===== src/rtl/fetch_unit.sv =====
// fetch_unit: instruction fetch stage with credit-limited requests, in-order response FIFO and redirect flush.
module fetch_unit #(
    parameter logic [31:0] RESET_PC = 32'h0000_0000,
    parameter int          DEPTH    = 2
) (
    input  logic        clk,
    input  logic        reset,
    input  logic        redirect_valid,
    input  logic [31:0] redirect_pc,
    output logic        imem_req_valid,
    output logic [31:0] imem_req_addr,
    input  logic        imem_req_ready,
    input  logic        imem_resp_valid,
    input  logic [31:0] imem_resp_data,
    output logic        inst_valid,
    output logic [31:0] inst_data,
    output logic [31:0] inst_pc,
    input  logic        inst_ready,
    output logic [31:0] pc_next
);
    localparam int AW = $clog2(DEPTH);
    localparam int CW = AW + 1;
    localparam logic [CW:0] DEPTH_W = DEPTH[CW:0];

    logic [31:0]   fetch_pc;
    logic [CW-1:0] outstanding, drop_cnt, fifo_count;
    logic [AW-1:0] f_head, f_tail, q_head, q_tail;
    logic [31:0]   f_data [DEPTH];
    logic [31:0]   f_pc   [DEPTH];
    logic [31:0]   q_pc   [DEPTH];
    logic          req_fire, resp_ok, drop, push, pop;

    // Outstanding requests plus buffered words never exceed DEPTH, so responses always find a slot
    assign imem_req_valid = !reset && !redirect_valid && ({1'b0, outstanding} + {1'b0, fifo_count} < DEPTH_W);
    assign imem_req_addr  = fetch_pc;
    assign pc_next        = fetch_pc;
    assign req_fire       = imem_req_valid && imem_req_ready;
    assign resp_ok        = imem_resp_valid && outstanding != '0;
    assign drop           = resp_ok && (redirect_valid || drop_cnt != '0);
    assign push           = resp_ok && !drop;
    assign inst_valid     = fifo_count != '0;
    assign pop            = inst_valid && inst_ready && !redirect_valid;
    assign inst_data      = inst_valid ? f_data[f_head] : '0;
    assign inst_pc        = inst_valid ? f_pc[f_head] : '0;

    always_ff @(posedge clk or posedge reset) begin
        if (reset) begin
            fetch_pc    <= RESET_PC;
            outstanding <= '0;
            drop_cnt    <= '0;
            fifo_count  <= '0;
            f_head      <= '0;
            f_tail      <= '0;
            q_head      <= '0;
            q_tail      <= '0;
        end else begin
            outstanding <= outstanding + CW'(req_fire) - CW'(resp_ok);
            if (req_fire) begin
                fetch_pc <= fetch_pc + 32'd4;
                q_tail   <= q_tail + AW'(1);
            end
            if (resp_ok)
                q_head <= q_head + AW'(1);
            // Every request still in flight after a redirect is stale and must be discarded
            if (redirect_valid) begin
                fetch_pc   <= redirect_pc & ~32'd3;
                drop_cnt   <= outstanding - CW'(resp_ok);
                fifo_count <= '0;
                f_head     <= '0;
                f_tail     <= '0;
            end else begin
                drop_cnt   <= drop_cnt - CW'(drop);
                fifo_count <= fifo_count + CW'(push) - CW'(pop);
                if (push)
                    f_tail <= f_tail + AW'(1);
                if (pop)
                    f_head <= f_head + AW'(1);
            end
        end
    end

    always_ff @(posedge clk) begin
        if (req_fire)
            q_pc[q_tail] <= fetch_pc;
        if (push) begin
            f_data[f_tail] <= imem_resp_data;
            f_pc[f_tail]   <= q_pc[q_head];
        end
    end

    assert property (@(posedge clk) disable iff (reset) imem_resp_valid |-> outstanding != '0);
endmodule


===== config.mk =====
export PLATFORM = sky130hd
export DESIGN_NAME = fetch_unit
export DESIGN_NICKNAME = d
export VERILOG_FILES = /design/src/rtl/fetch_unit.sv
export SDC_FILE = /design/constraint.sdc
export NUM_CORES = 1
export LEC_CHECK = 0
export BUFFER_PORTS_ARGS = -buffer_cell sky130_fd_sc_hd__buf_2
export CORE_MARGIN = 4
export CORE_UTILIZATION = 49
export DETAILED_ROUTE_END_ITERATION = 7
export GPL_ROUTABILITY_DRIVEN = 0
export PLACE_DENSITY = 0.76
export SYNTH_ARGS = -nofsm -noshare
export SYNTH_HDL_FRONTEND = slang
export SYNTH_SLANG_ARGS = --single-unit

===== constraint.sdc =====
create_clock -name clk -period 3.6 [get_ports clk]
set_input_delay 0.36 -clock clk [delete_from_list [all_inputs] [get_ports clk]]
set_output_delay 0.36 -clock clk [all_outputs]
set_load 0.01 [all_outputs]

==> qor.log, run 1 <==
[run_status] outcome completed
[global_routing] overflow left after global routing 0
[worst_setup_path] slack of the worst reg-to-reg path 0.69 ns
[worst_setup_path] data required time at the worst endpoint 3.99 ns
[logic_synthesis] count of state elements after synthesis 224
[worst_setup_path] R2R cell count 6
[logic_synthesis] count of distinct cell types in the synthesized netlist 53
[worst_setup_path] endpoint of the worst-slack reg-to-reg timing path imem_req_addr[31]$_DFFE_PP0P_
[worst_setup_path] worst path arrival time 3.30 ns
[drt] via-per-instance ratio 5.18
[cts] TritonCTS sink count 224
[min_path] path type of the worst min-delay path primary input to flip-flop
[global_routing] GRT Resource Usage Total 17.7%
[power_and_ir_drop] combinational share of power 18.5%
[drt] number of DRC markers after the initial detailed-route iteration 354
[power_and_ir_drop] power share of the sequential group 45.6%
[global_routing] wire length of the first global-routing pass 30,600 um
[logic_synthesis] Synth warnings 0
[logic_synthesis] sequential area share after synthesis 69.2%
[cts] clock slew seen by the registers of the worst setup and hold paths 0.06 ns
[placed_design] pre-CTS WS 0.711 ns
[cts] maximum clock insertion buffer count 3
[cts] maximum level of the CTS H-tree 1
[sta] transition time of the tightest slew-check pin 0.945 ns
[drt] WL per Instance 17.5 um
[power_and_ir_drop] Leak Pwr 4.38 nW
[logic_synthesis] cell area after synthesis 9430 um2
[drt] Initial DRT Pass Iterations 5
[cts] total CTS buffers 23
[power_and_ir_drop] internal power summed over all cells 0.00540 W
[worst_setup_path] crit path capture imem_req_addr[31]$_DFFE_PP0P_
[power_and_ir_drop] P per Cell Area 646 nW/um2
[worst_setup_path] Worst Setup Path Type flip-flop to flip-flop
[sta] Post-Route Setup TNS 0 ns
[die] die boundary width 147 um
[placed_design] DP HPWL 12,700 um
[cts] master cell of the clock root buffer sky130_fd_sc_hd__clkbuf_16
[final_layout] antenna cell count 0
[power_and_ir_drop] Switching Power 0.00194 W
[die] floorplan die area 21,500 um2
[die] number of placement rows 50
[worst_setup_path] launching element type of the critical path flip-flop
[logic_synthesis] Post-Synthesis Mean Instance Area 14.5 um2
[sta] worst relative slew slack 37.0%
[logic_synthesis] count of mapped cells out of synthesis 652
[worst_setup_path] maximum fanout along the worst path 6
[drt] Routed WL 19,200 um
[final_layout] Final Util 60.3%
[placed_design] Port Buffers 191
[sta] unrepaired setup endpoints after global routing no
[sta] number of hold violations in the final report 0
[drt] count of vias placed by the detailed router 5,706
[logic_synthesis] number of enable-type register cells in the synthesized netlist 184
[worst_setup_path] Reg2Reg Launch Point fifo_count[0]$_DFF_PP0_
[logic_synthesis] Synth Flop Type sky130_fd_sc_hd__edfxtp_1
[cts] hold-fix buffer count after cts 0
[logic_synthesis] share of async-settable or async-resettable flops after synthesis 17.9%
[drt] post-route ant nets 0
[cts] Post CTS Setup Buffer Count 0
[die] floorplan core area 18,800 um2
[final_layout] fraction of layout cells with a size suffix above 1 34.7%
[cts] number of gates resized after cts 0
[sta] post-route minimum period 2.91 ns
[global_routing] pin count of the biggest net entering global routing 63
[power_and_ir_drop] Peak supply drop 0.000584 V
[cts] CTS tree built
[sta] number of pins with negative max-slew slack in the final report 0
[logic_synthesis] Synth top area share 58.6%
[logic_synthesis] cell type with the highest aggregate area in the netlist sky130_fd_sc_hd__edfxtp_1
[logic_synthesis] most instantiated cells after synthesis sky130_fd_sc_hd__edfxtp_1 (184), sky130_fd_sc_hd__nor2_1 (78), sky130_fd_sc_hd__mux2i_1 (64)
[global_routing] number of global-route vias before repair 5,688
[sta] fin crit share 81.0%
[drt] drt drc 0
[global_routing] initial antenna violation count 0
[sta] final setup slack of the worst path 0.685 ns
[die] vertical die dimension 147 um
[die] number of top-level pins 200
[sta] Final setup violation count 0
[final_layout] area growth from synthesis to layout 20.5%
[sta] maximum clock frequency 343 MHz
[power_and_ir_drop] Switching Fraction 26.4%
[worst_setup_path] worst setup path start fifo_count[0]$_DFF_PP0_
[logic_synthesis] most used standard cell by instance count after synthesis sky130_fd_sc_hd__edfxtp_1
[logic_synthesis] cell types occupying the most area after synthesis sky130_fd_sc_hd__edfxtp_1 (59%), sky130_fd_sc_hd__dfrtp_1 (11%), sky130_fd_sc_hd__mux2i_1 (6.8%)
[flow_run] max-capacitance violation count 0
[die] Initial Utilization 50.1%
[sta] setup skew after layout 0.0164 ns
[final_layout] final layout net count 902
[worst_setup_path] capturing element type of the critical path flip-flop
[power_and_ir_drop] Clk pwr share 35.9%
[cts] insertion delay of the later-clocked pin in the worst-skew pair 0.50 ns
-- registers in the layout, summed over array words and instances (netlist names) --
register,flops
q_pc,60
f_data,64
f_tail,1
fifo_count,2
outstanding,2
f_pc,60
f_head,1
q_tail,1
drop_cnt,2
imem_req_addr,30
q_head,1
-- power groups by stage --
| stage | clock network, W | logic, W | registers [W] |
|---|---|---|---|
| 5_1_grt | 0.00280 | 0.00150 | 0.00338 |
| 3_3_place_gp | 0 | 0.00134 | 0.00339 |
| 4_1_cts | 0.00269 | 0.00138 | 0.00335 |
| 6_report | 0.00263 | 0.00135 | 0.00335 |
| 3_5_place_dp | 0 | 0.00137 | 0.00340 |
| 2_1_floorplan | 0 | 0.000982 | 0.00329 |
-- kinds of logic after synthesis --
family,after synthesis,share of synthesized area [%]
xor+xnor,27,2.51
flops,224,69.2
simple gates,181,9.17
other cells,1,0.0398
mux,94,10.4
fa+ha+maj,8,1.14
buf+inv,75,4.57
compound gates,42,2.95
-- layout by cell type (no fill, tap or decap), types with 2 or more instances in the layout --
cell type                    count
sky130_fd_sc_hd__inv_1          10
sky130_fd_sc_hd__and4_1          2
sky130_fd_sc_hd__dfrtp_1        39
sky130_fd_sc_hd__or3_2           2
sky130_fd_sc_hd__xnor2_1        15
sky130_fd_sc_hd__o211ai_1        3
sky130_fd_sc_hd__mux2i_1        64
sky130_fd_sc_hd__a31o_2          2
sky130_fd_sc_hd__nand3_1         9
sky130_fd_sc_hd__xor2_1         12
sky130_fd_sc_hd__o21ai_0        22
sky130_fd_sc_hd__clkinv_2        3
sky130_fd_sc_hd__or4_1           3
sky130_fd_sc_hd__and2_1          2
sky130_fd_sc_hd__clkbuf_8        4
sky130_fd_sc_hd__buf_4          15
sky130_fd_sc_hd__nor3_1          7
sky130_fd_sc_hd__o311ai_0        3
sky130_fd_sc_hd__clkbuf_1        3
sky130_fd_sc_hd__mux2_2         30
sky130_fd_sc_hd__conb_1          6
sky130_fd_sc_hd__and3_1          5
sky130_fd_sc_hd__clkbuf_16      23
sky130_fd_sc_hd__buf_2         191
sky130_fd_sc_hd__nand4_1         9
sky130_fd_sc_hd__or4b_1          2
sky130_fd_sc_hd__o311ai_1        2
sky130_fd_sc_hd__ha_1            7
sky130_fd_sc_hd__nor4_1          2
sky130_fd_sc_hd__nor2_4          3
sky130_fd_sc_hd__edfxtp_1      184
sky130_fd_sc_hd__bufinv_16       6
sky130_fd_sc_hd__nor2_1         75
sky130_fd_sc_hd__clkinvlp_4      2
sky130_fd_sc_hd__nand2_1        48
-- per-stage QoR --
stage | instances | hold WS, ns | power, W | instance area [um2]
2_1_floorplan | 657 | 0.459 | 0.00427 | 9450
3_3_place_gp | 1059 | 0.530 | 0.00474 | 10500
3_5_place_dp | 1059 | 0.546 | 0.00478 | 10500
4_1_cts | 1101 | 0.0183 | 0.00742 | 11400
5_1_grt | 1101 | 0.0194 | 0.00768 | 11400
6_report | 1101 | 0.0407 | 0.00734 | 11400
-- area by class of cell --
type / count / area [um2]
timing repair buffer: 207 / 1090
clock inverter: 12 / 219
multi-input combinational: 358 / 2510
fill: 1446 / 7480
inverter: 10 / 37.5
sequential: 224 / 6530
tap: 260 / 325
clock buffer: 30 / 642
-- worst min-delay path by stage --
stage	start	end	slack (ns)	cells past startpoint
CTS	imem_resp_data[12]	f_data[0][12]$_DFFE_PP_	0.02	1
floorplan	imem_resp_data[0]	f_data[0][0]$_DFFE_PP_	0.46	0
finish	imem_resp_data[11]	f_data[1][11]$_DFFE_PP_	0.04	1
detailed placement	outstanding[0]$_DFF_PP0_	outstanding[0]$_DFF_PP0_	0.55	1
global route	imem_resp_data[17]	f_data[1][17]$_DFFE_PP_	0.02	1
global placement	outstanding[0]$_DFF_PP0_	outstanding[0]$_DFF_PP0_	0.53	1
-- critical path, cell delays in order, from the launching register on --
cell	delay, ns
sky130_fd_sc_hd__dfrtp_1	0.42
sky130_fd_sc_hd__and2_1	0.16
sky130_fd_sc_hd__fa_1	0.51
sky130_fd_sc_hd__or4b_1	0.72
sky130_fd_sc_hd__buf_4	0.24
sky130_fd_sc_hd__or4_1	0.52
sky130_fd_sc_hd__a31o_1	0.23
-- metal layers --
metal / share of wire [%] / GRT usage [%] / vias to the layer above
li1: - / - / 2693
met1: 42 / 23.5 / 2738
met2: 48 / 29.4 / 227
met3: 6.5 / 2.78 / 48
met4: 3.2 / 7.20 / 0
met5: 0 / 0 / -
Power figures use the tool's default switching activity.
==> run 2, diff against run 1 <==
- CORE_UTILIZATION: 49 -> 55
- PLACE_DENSITY: 0.76 -> 0.8
- clock period: 3.6 -> 2.7 ns (I/O delays scaled with it)
==> run 2 against run 1 <==
Effect of this change:
- critical path depth is the same
- clock skew shrank 0.0078 ns
- maximum frequency grew 11%
- routed wire length grew 6.7%
- register-to-register slack lost 0.61 ns
- power grew 28%
- worst setup slack lost 0.61 ns
- largest power group unchanged
==> qor.log, run 2 (synthesized netlist as in run 1, its figures left out) <==
[run_status] outcome completed
[worst_setup_path] data required time at the worst endpoint 3.07 ns [-0.92 ns]
[min_path] path type of the worst min-delay path primary input to flip-flop
[die] floorplan die area 19,300 um2 [-10%]
[drt] Initial DRT Pass Iterations 5 [unchanged]
[sta] fin crit share 97.3% [+16 points]
[sta] number of pins with negative max-slew slack in the final report 0 [unchanged]
[drt] Routed WL 20,500 um [+6.7%]
[worst_setup_path] slack of the worst reg-to-reg path 0.07 ns [-0.61 ns]
[worst_setup_path] launching element type of the critical path flip-flop
[final_layout] area of all placed cells without fillers 11,700 um2 [+3.4%]
[power_and_ir_drop] total power of the final layout 0.00937 W [+28%]
[worst_setup_path] total stage count of the critical path 6 [unchanged]
[final_layout] area growth from synthesis to layout 24.5%
[worst_setup_path] capturing element type of the critical path flip-flop
[cts] clock slew seen by the registers of the worst setup and hold paths 0.06 ns [about the same]
[global_routing] initial antenna violation count 0 [unchanged]
[drt] drt drc 0 [unchanged]
[sta] Post-Route Setup TNS 0 ns [unchanged]
[worst_setup_path] cells traversed along the worst timing path and2_1, fa_1, or4b_4, buf_4, or4_1, a31o_1
[final_layout] fraction of layout cells with a size suffix above 1 34.4% [-0.35 points]
[sta] post-route minimum period 2.63 ns [-0.287 ns]
[sta] worst relative slew slack 51.3% [+14 points]
[final_layout] leading cell type in the layout, fill and taps excluded sky130_fd_sc_hd__buf_2
[drt] count of vias placed by the detailed router 6,110 [+7.1%]
[die] vertical die dimension 139 um [-5.3%]
[power_and_ir_drop] P per Cell Area 799 nW/um2 [+24%]
[global_routing] wire length of the first global-routing pass 32,100 um [+4.9%]
[worst_setup_path] cell with the largest stage delay on the worst path sky130_fd_sc_hd__or4b_4
[sta] number of hold violations in the final report 0 [unchanged]
[final_layout] register containing the most flip-flops in the final layout f_data
[worst_setup_path] worst path arrival time 3.00 ns [-0.30 ns]
[global_routing] number of global-route vias before repair 6,259 [+10%]
[global_routing] pin count of the biggest net entering global routing 63 [unchanged]
[sta] maximum clock frequency 381 MHz [+11%]
[sta] setup skew after layout 0.00863 ns [-0.00780 ns]
[power_and_ir_drop] Leak Pwr 4.57 nW [+4.5%]
[global_routing] GRT Resource Usage Total 20.6% [+2.9 points]
[placed_design] post-detailed-placement cell area 10,600 um2 [+1.2%]
[die] die boundary width 139 um [-5.3%]
[sta] Final setup violation count 0 [unchanged]
[worst_setup_path] worst path bufs/invs 1 [unchanged]
[worst_setup_path] Worst Setup Path Type flip-flop to flip-flop
[final_layout] final layout net count 958 [+6.2%]
[drt] via-per-instance ratio 5.47 [+5.6%]
[cts] maximum clock insertion buffer count 3 [unchanged]
[global_routing] overflow left after global routing 0 [unchanged]
[final_layout] Filler cells 1,127 [-22%]
[cts] master cell of the clock root buffer sky130_fd_sc_hd__clkbuf_16
[sta] minimum hold slack 0.00825 ns [-0.0325 ns]
[worst_setup_path] crit path capture imem_req_addr[31]$_DFFE_PP0P_
[drt] WL per Instance 18.4 um [+5.2%]
[worst_setup_path] largest stage delay on the critical path 0.54 ns [-0.18 ns]
[sta] transition time of the tightest slew-check pin 0.730 ns [-0.215 ns]
[cts] maximum level of the CTS H-tree 1 [unchanged]
[final_layout] Cell Count, Final, Fillers Out 1,116 [+1.4%]
[cts] CTS tree built
[placed_design] Port Buffers 191 [unchanged]
[sta] unrepaired setup endpoints after global routing yes
[cts] TritonCTS sink count 224 [unchanged]
[die] number of placement rows 47 [-6.0%]
[placed_design] DP HPWL 13,600 um [+7.3%]
[die] number of top-level pins 200 [unchanged]
[final_layout] biggest registers after layout f_data: 64 flops, f_pc: 60 flops, q_pc: 60 flops
[final_layout] number of flip-flops under the largest register name 64 [unchanged]
[worst_setup_path] R2R cell count 6 [unchanged]
[flow_run] max-capacitance violation count 0 [unchanged]
[worst_setup_path] maximum fanout along the worst path 3 [-3]
[worst_setup_path] endpoint of the worst-slack reg-to-reg timing path imem_req_addr[31]$_DFFE_PP0P_
[placed_design] number of placed instances, taps included 1,036 [-2.2%]
[final_layout] most frequent cells in the layout sky130_fd_sc_hd__buf_2 (191), sky130_fd_sc_hd__edfxtp_1 (184), sky130_fd_sc_hd__nor2_1 (75)
[die] floorplan core area 16,700 um2 [-11%]
[drt] post-route ant nets 0 [unchanged]
[power_and_ir_drop] Peak supply drop 0.000541 V [-7.4%]
[worst_setup_path] cell family with most CP delay simple AND/OR/NAND/NOR gates
[die] Initial Utilization 56.4% [+6.4 points]
[drt] number of DRC markers after the initial detailed-route iteration 450 [+27%]
[cts] total CTS buffers 22 [-4.3%]
[final_layout] antenna cell count 0 [unchanged]
[worst_setup_path] worst setup path start outstanding[0]$_DFF_PP0_
[worst_setup_path] Reg2Reg Launch Point outstanding[0]$_DFF_PP0_
[cts] insertion delay of the later-clocked pin in the worst-skew pair 0.48 ns [-0.02 ns]
==> run 2: worst min-delay path by stage <==
| stage | start | to | slack (ns) | depth (start not counted) |
|---|---|---|---|---|
| after CTS | redirect_pc[17] | imem_req_addr[17]$_DFFE_PP0P_ | 0.0002 | 3 |
| after global routing | redirect_pc[14] | imem_req_addr[14]$_DFFE_PP0P_ | 0.0006 | 3 |
| final | redirect_pc[25] | imem_req_addr[25]$_DFFE_PP0P_ | 0.008 | 3 |
| after global placement | reset | outstanding[1]$_DFF_PP0_ | 0.41 | 2 |
| after floorplan | imem_resp_data[0] | f_data[0][0]$_DFFE_PP_ | 0.37 | 0 |
| after detailed placement | reset | outstanding[0]$_DFF_PP0_ | 0.43 | 2 |
==> run 2: what timing repair did <==
| action | in CTS | in global routing |
|---|---|---|
| endpoints found under the hold margin | 84 | 0 |
| pin swaps | 1 | 7 |
| setup buffers | 1 | 2 |
| resized for setup | 2 | 4 |
| hold buffers | 37 | 0 |
| endpoints found under the setup margin | 5 | 7 |
==> run 2: worst min-delay path, stage by stage <==
cell	delay [ns]
sky130_fd_sc_hd__buf_2	0.09
sky130_fd_sc_hd__nand2_1	0.05
sky130_fd_sc_hd__nand3_1	0.05
==> run 2: power by group <==
| group | internal (W) | total, W | switching (W) |
|---|---|---|---|
| sequential | 0.00415 | 0.00435 | 0.000200 |
| clock | 0.00173 | 0.00291 | 0.00117 |
| combinational | 0.000937 | 0.00212 | 0.00118 |
| total | 0.00682 | 0.00937 | 0.00255 |
==> run 2: cell type report <==
| type | count | area (um2) | area share (%) |
|---|---|---|---|
| clock buffers | 30 | 632 | 5.38 |
| clock inverters | 10 | 76.3 | 0.650 |
| inverters | 10 | 37.5 | 0.320 |
| multi-input cells | 358 | 2520 | 21.5 |
| flip-flops and latches | 224 | 6530 | 55.6 |
| well taps | 220 | 275 | 2.35 |
| repair buffers | 264 | 1660 | 14.2 |
==> run 2: layer usage <==
metal,up-vias,part of all wire (%),GRT usage [%]
met5,-,0,0
met4,0,2.5,6.75
met3,48,7.9,3.97
met2,308,51,35.9
met1,2959,39,26.0
li1,2795,-,-
==> run 2: per-stage QoR <==
| stage | worst slack (ns) | util (%) |
|---|---|---|
| after floorplan | 0.0173 | - |
| after global placement | 0.0630 | 63.6 |
| after detailed placement | -0.0748 | 63.6 |
| after CTS | 0.0174 | 70.1 |
| after global routing | -0.0218 | 70.3 |
| final | 0.0723 | 70.3 |
==> run 3, diff against run 2 <==
- PLACE_DENSITY: 0.8 -> default
- PLACE_DENSITY_LB_ADDON: default -> 0.05
==> run 3 against run 2 <==
Effect of this change:
- worst setup slack lost 0.066 ns
- sequential power is essentially flat
- register-to-register slack lost 0.07 ns
- sequential share of layout area shrank 0.38 points
- via count shrank 1.2%
- clock power grew 4%
- flip-flop and latch count is the same
- routed wire length shrank 0.83%
==> qor.log, run 3 (synthesized netlist as in run 1, its figures left out) <==
[final_layout] antenna cell count 0 [unchanged]
[drt] Routed WL 20,400 um [-0.83%]
[cts] master cell of the clock root buffer sky130_fd_sc_hd__clkbuf_16
[worst_setup_path] Worst Setup Path Type flip-flop to flip-flop
[worst_setup_path] launching element type of the critical path flip-flop
[cts] maximum level of the CTS H-tree 1 [unchanged]
[cts] maximum clock insertion buffer count 3 [unchanged]
[worst_setup_path] data required time at the worst endpoint 3.06 ns [about the same]
[final_layout] Final Util 70.8% [+0.48 points]
[final_layout] area of all placed cells without fillers 11,800 um2 [+0.68%]
[die] number of top-level pins 200 [unchanged]
[global_routing] overflow left after global routing 0 [unchanged]
[die] floorplan core area 16,700 um2 [unchanged]
[flow_run] max-capacitance violation count 0 [unchanged]
[cts] clock slew seen by the registers of the worst setup and hold paths 0.06 ns [about the same]
[sta] final setup slack of the worst path 0.00615 ns [-0.0662 ns]
[final_layout] fraction of layout cells with a size suffix above 1 34.8% [+0.41 points]
[cts] total CTS buffers 23 [+4.5%]
[die] floorplan die area 19,300 um2 [unchanged]
[cts] CTS tree built
[placed_design] post-detailed-placement cell area 10,600 um2 [-0.40%]
[die] vertical die dimension 139 um [unchanged]
[sta] setup skew after layout 0.0131 ns [+0.00444 ns]
[cts] TritonCTS sink count 224 [unchanged]
[worst_setup_path] R2R cell count 9 [+3]
[power_and_ir_drop] P per Cell Area 803 nW/um2 [+0.60%]
[final_layout] number of flip-flops under the largest register name 64 [unchanged]
[drt] WL per Instance 18.2 um [-0.92%]
[global_routing] pin count of the biggest net entering global routing 63 [unchanged]
[sta] number of pins with negative max-slew slack in the final report 0 [unchanged]
[min_path] startpoint of the most critical hold path redirect_pc[5]
[placed_design] Port Buffers 191 [unchanged]
[die] die boundary width 139 um [unchanged]
[final_layout] final layout net count 963 [+0.52%]
[drt] number of DRC markers after the initial detailed-route iteration 439 [-2.4%]
[global_routing] number of global-route vias before repair 6,155 [-1.7%]
[worst_setup_path] largest stage delay on the critical path 0.58 ns [+0.04 ns]
[sta] worst relative slew slack 39.0% [-12 points]
[global_routing] GRT Resource Usage Total 20.5% [-0.042 points]
[worst_setup_path] cells traversed along the worst timing path and2_4, fa_1, or4b_4, buf_6, nor4_4, buf_4, nand3_2, xor2_1, o21ai_1
[run_status] outcome completed
[sta] number of hold violations in the final report 0 [unchanged]
[placed_design] DP HPWL 12,600 um [-7.3%]
[min_path] worst hold endpoint imem_req_addr[5]$_DFFE_PP0P_
[final_layout] Filler cells 1,180 [+4.7%]
[sta] post-route minimum period 2.69 ns [+0.0662 ns]
[final_layout] area growth from synthesis to layout 25.4%
[die] number of placement rows 47 [unchanged]
[min_path] path type of the worst min-delay path primary input to flip-flop
[worst_setup_path] worst path arrival time 3.05 ns [+0.05 ns]
[sta] maximum clock frequency 371 MHz [-2.5%]
[final_layout] biggest registers after layout f_data: 64 flops, f_pc: 60 flops, q_pc: 60 flops
[worst_setup_path] maximum fanout along the worst path 4 [+1]
[sta] unrepaired setup endpoints after global routing yes
[final_layout] register containing the most flip-flops in the final layout f_data
[worst_setup_path] capturing element type of the critical path flip-flop
[sta] Post-Route Setup TNS 0 ns [unchanged]
[drt] Initial DRT Pass Iterations 5 [unchanged]
[worst_setup_path] endpoint of the worst-slack reg-to-reg timing path imem_req_addr[15]$_DFFE_PP0P_
[die] Initial Utilization 56.4% [unchanged]
[sta] transition time of the tightest slew-check pin 0.915 ns [+0.185 ns]
[worst_setup_path] Reg2Reg Launch Point outstanding[0]$_DFF_PP0_
[final_layout] most frequent cells in the layout sky130_fd_sc_hd__buf_2 (191), sky130_fd_sc_hd__edfxtp_1 (184), sky130_fd_sc_hd__nor2_1 (74)
[final_layout] leading cell type in the layout, fill and taps excluded sky130_fd_sc_hd__buf_2
[worst_setup_path] slack of the worst reg-to-reg path 0.006 ns [-0.07 ns]
[drt] post-route ant nets 0 [unchanged]
[global_routing] wire length of the first global-routing pass 32,100 um [-0.13%]
[drt] count of vias placed by the detailed router 6,035 [-1.2%]
[drt] drt drc 0 [unchanged]
[sta] Final setup violation count 0 [unchanged]
[cts] insertion delay of the later-clocked pin in the worst-skew pair 0.49 ns [about the same]
[power_and_ir_drop] Leak Pwr 4.61 nW [+0.75%]
[drt] via-per-instance ratio 5.40 [-1.3%]
[min_path] Worst Hold Depth 3 [unchanged]
[sta] fin crit share 99.8% [+2.5 points]
[power_and_ir_drop] Peak supply drop 0.000610 V [+13%]
[global_routing] initial antenna violation count 0 [unchanged]
[worst_setup_path] cell with the largest stage delay on the worst path sky130_fd_sc_hd__or4b_4
[placed_design] pre-CTS WS -0.00807 ns [+0.0667 ns]
run 3: what timing repair did:
action / CTS / global route
hold buffers: 42 / 0
cloned: 0 / 0
setup buffers: 1 / 5
hold endpoints to repair: 80 / 0
setup endpoints to repair: 3 / 9
pin swaps: 1 / 7
gates resized for setup: 1 / 13
run 3: final cells by class:
class / count / area, um2 / area share [%]
Tap cell: 220 / 275 / 2.33
Multi-Input combinational cell: 358 / 2550 / 21.6
Inverter: 10 / 37.5 / 0.318
Sequential cell: 224 / 6530 / 55.3
Clock buffer: 25 / 583 / 4.93
Clock inverter: 12 / 141 / 1.20
Timing Repair Buffer: 268 / 1700 / 14.4
run 3: report_power, final:
group | leakage (nW) | total, W | internal (W) | switching (W)
Sequential | 2.15 | 0.00432 | 0.00415 | 0.000171
Combinational | 2.10 | 0.00213 | 0.000940 | 0.00119
Clock | 0.351 | 0.00304 | 0.00184 | 0.00120
Total | 4.61 | 0.00949 | 0.00692 | 0.00257
run 3: metal layers:
metal  wire length (um)  global-route usage (%)
met2              10300                    36.1
met3               1280                    3.28
met5                  0                       0
met1               8270                    26.4
met4                493                    6.28
run 3: metrics by stage:
stage / total power, W / hold slack (ns) / instances
after floorplan: 0.00570 / 0.369 / 657
after global placement: 0.00640 / 0.269 / 1032
after detailed placement: 0.00647 / 0.284 / 1032
after CTS: 0.00956 / 0.000255 / 1112
after global routing: 0.00996 / 0.000608 / 1117
final: 0.00949 / 0.0158 / 1117
run 3: worst max-delay path by stage:
stage                             start                            end
2_1_floorplan  outstanding[0]$_DFF_PP0_          q_pc[1][10]$_DFFE_PP_
4_1_cts        outstanding[0]$_DFF_PP0_  imem_req_addr[26]$_DFFE_PP0P_
3_3_place_gp   outstanding[0]$_DFF_PP0_  imem_req_addr[15]$_DFFE_PP0P_
3_5_place_dp   outstanding[0]$_DFF_PP0_  imem_req_addr[15]$_DFFE_PP0P_
6_report       outstanding[0]$_DFF_PP0_  imem_req_addr[15]$_DFFE_PP0P_
5_1_grt        outstanding[0]$_DFF_PP0_  imem_req_addr[15]$_DFFE_PP0P_
run 3: critical path: cells and delay by family, from the launching register on:
family | cells | cell delay, ns
compound gates | 1 | 0.07
xor+xnor | 1 | 0.16
fa+ha+maj | 1 | 0.46
buf+inv | 2 | 0.34
flops | 1 | 0.38
simple gates | 4 | 1.16
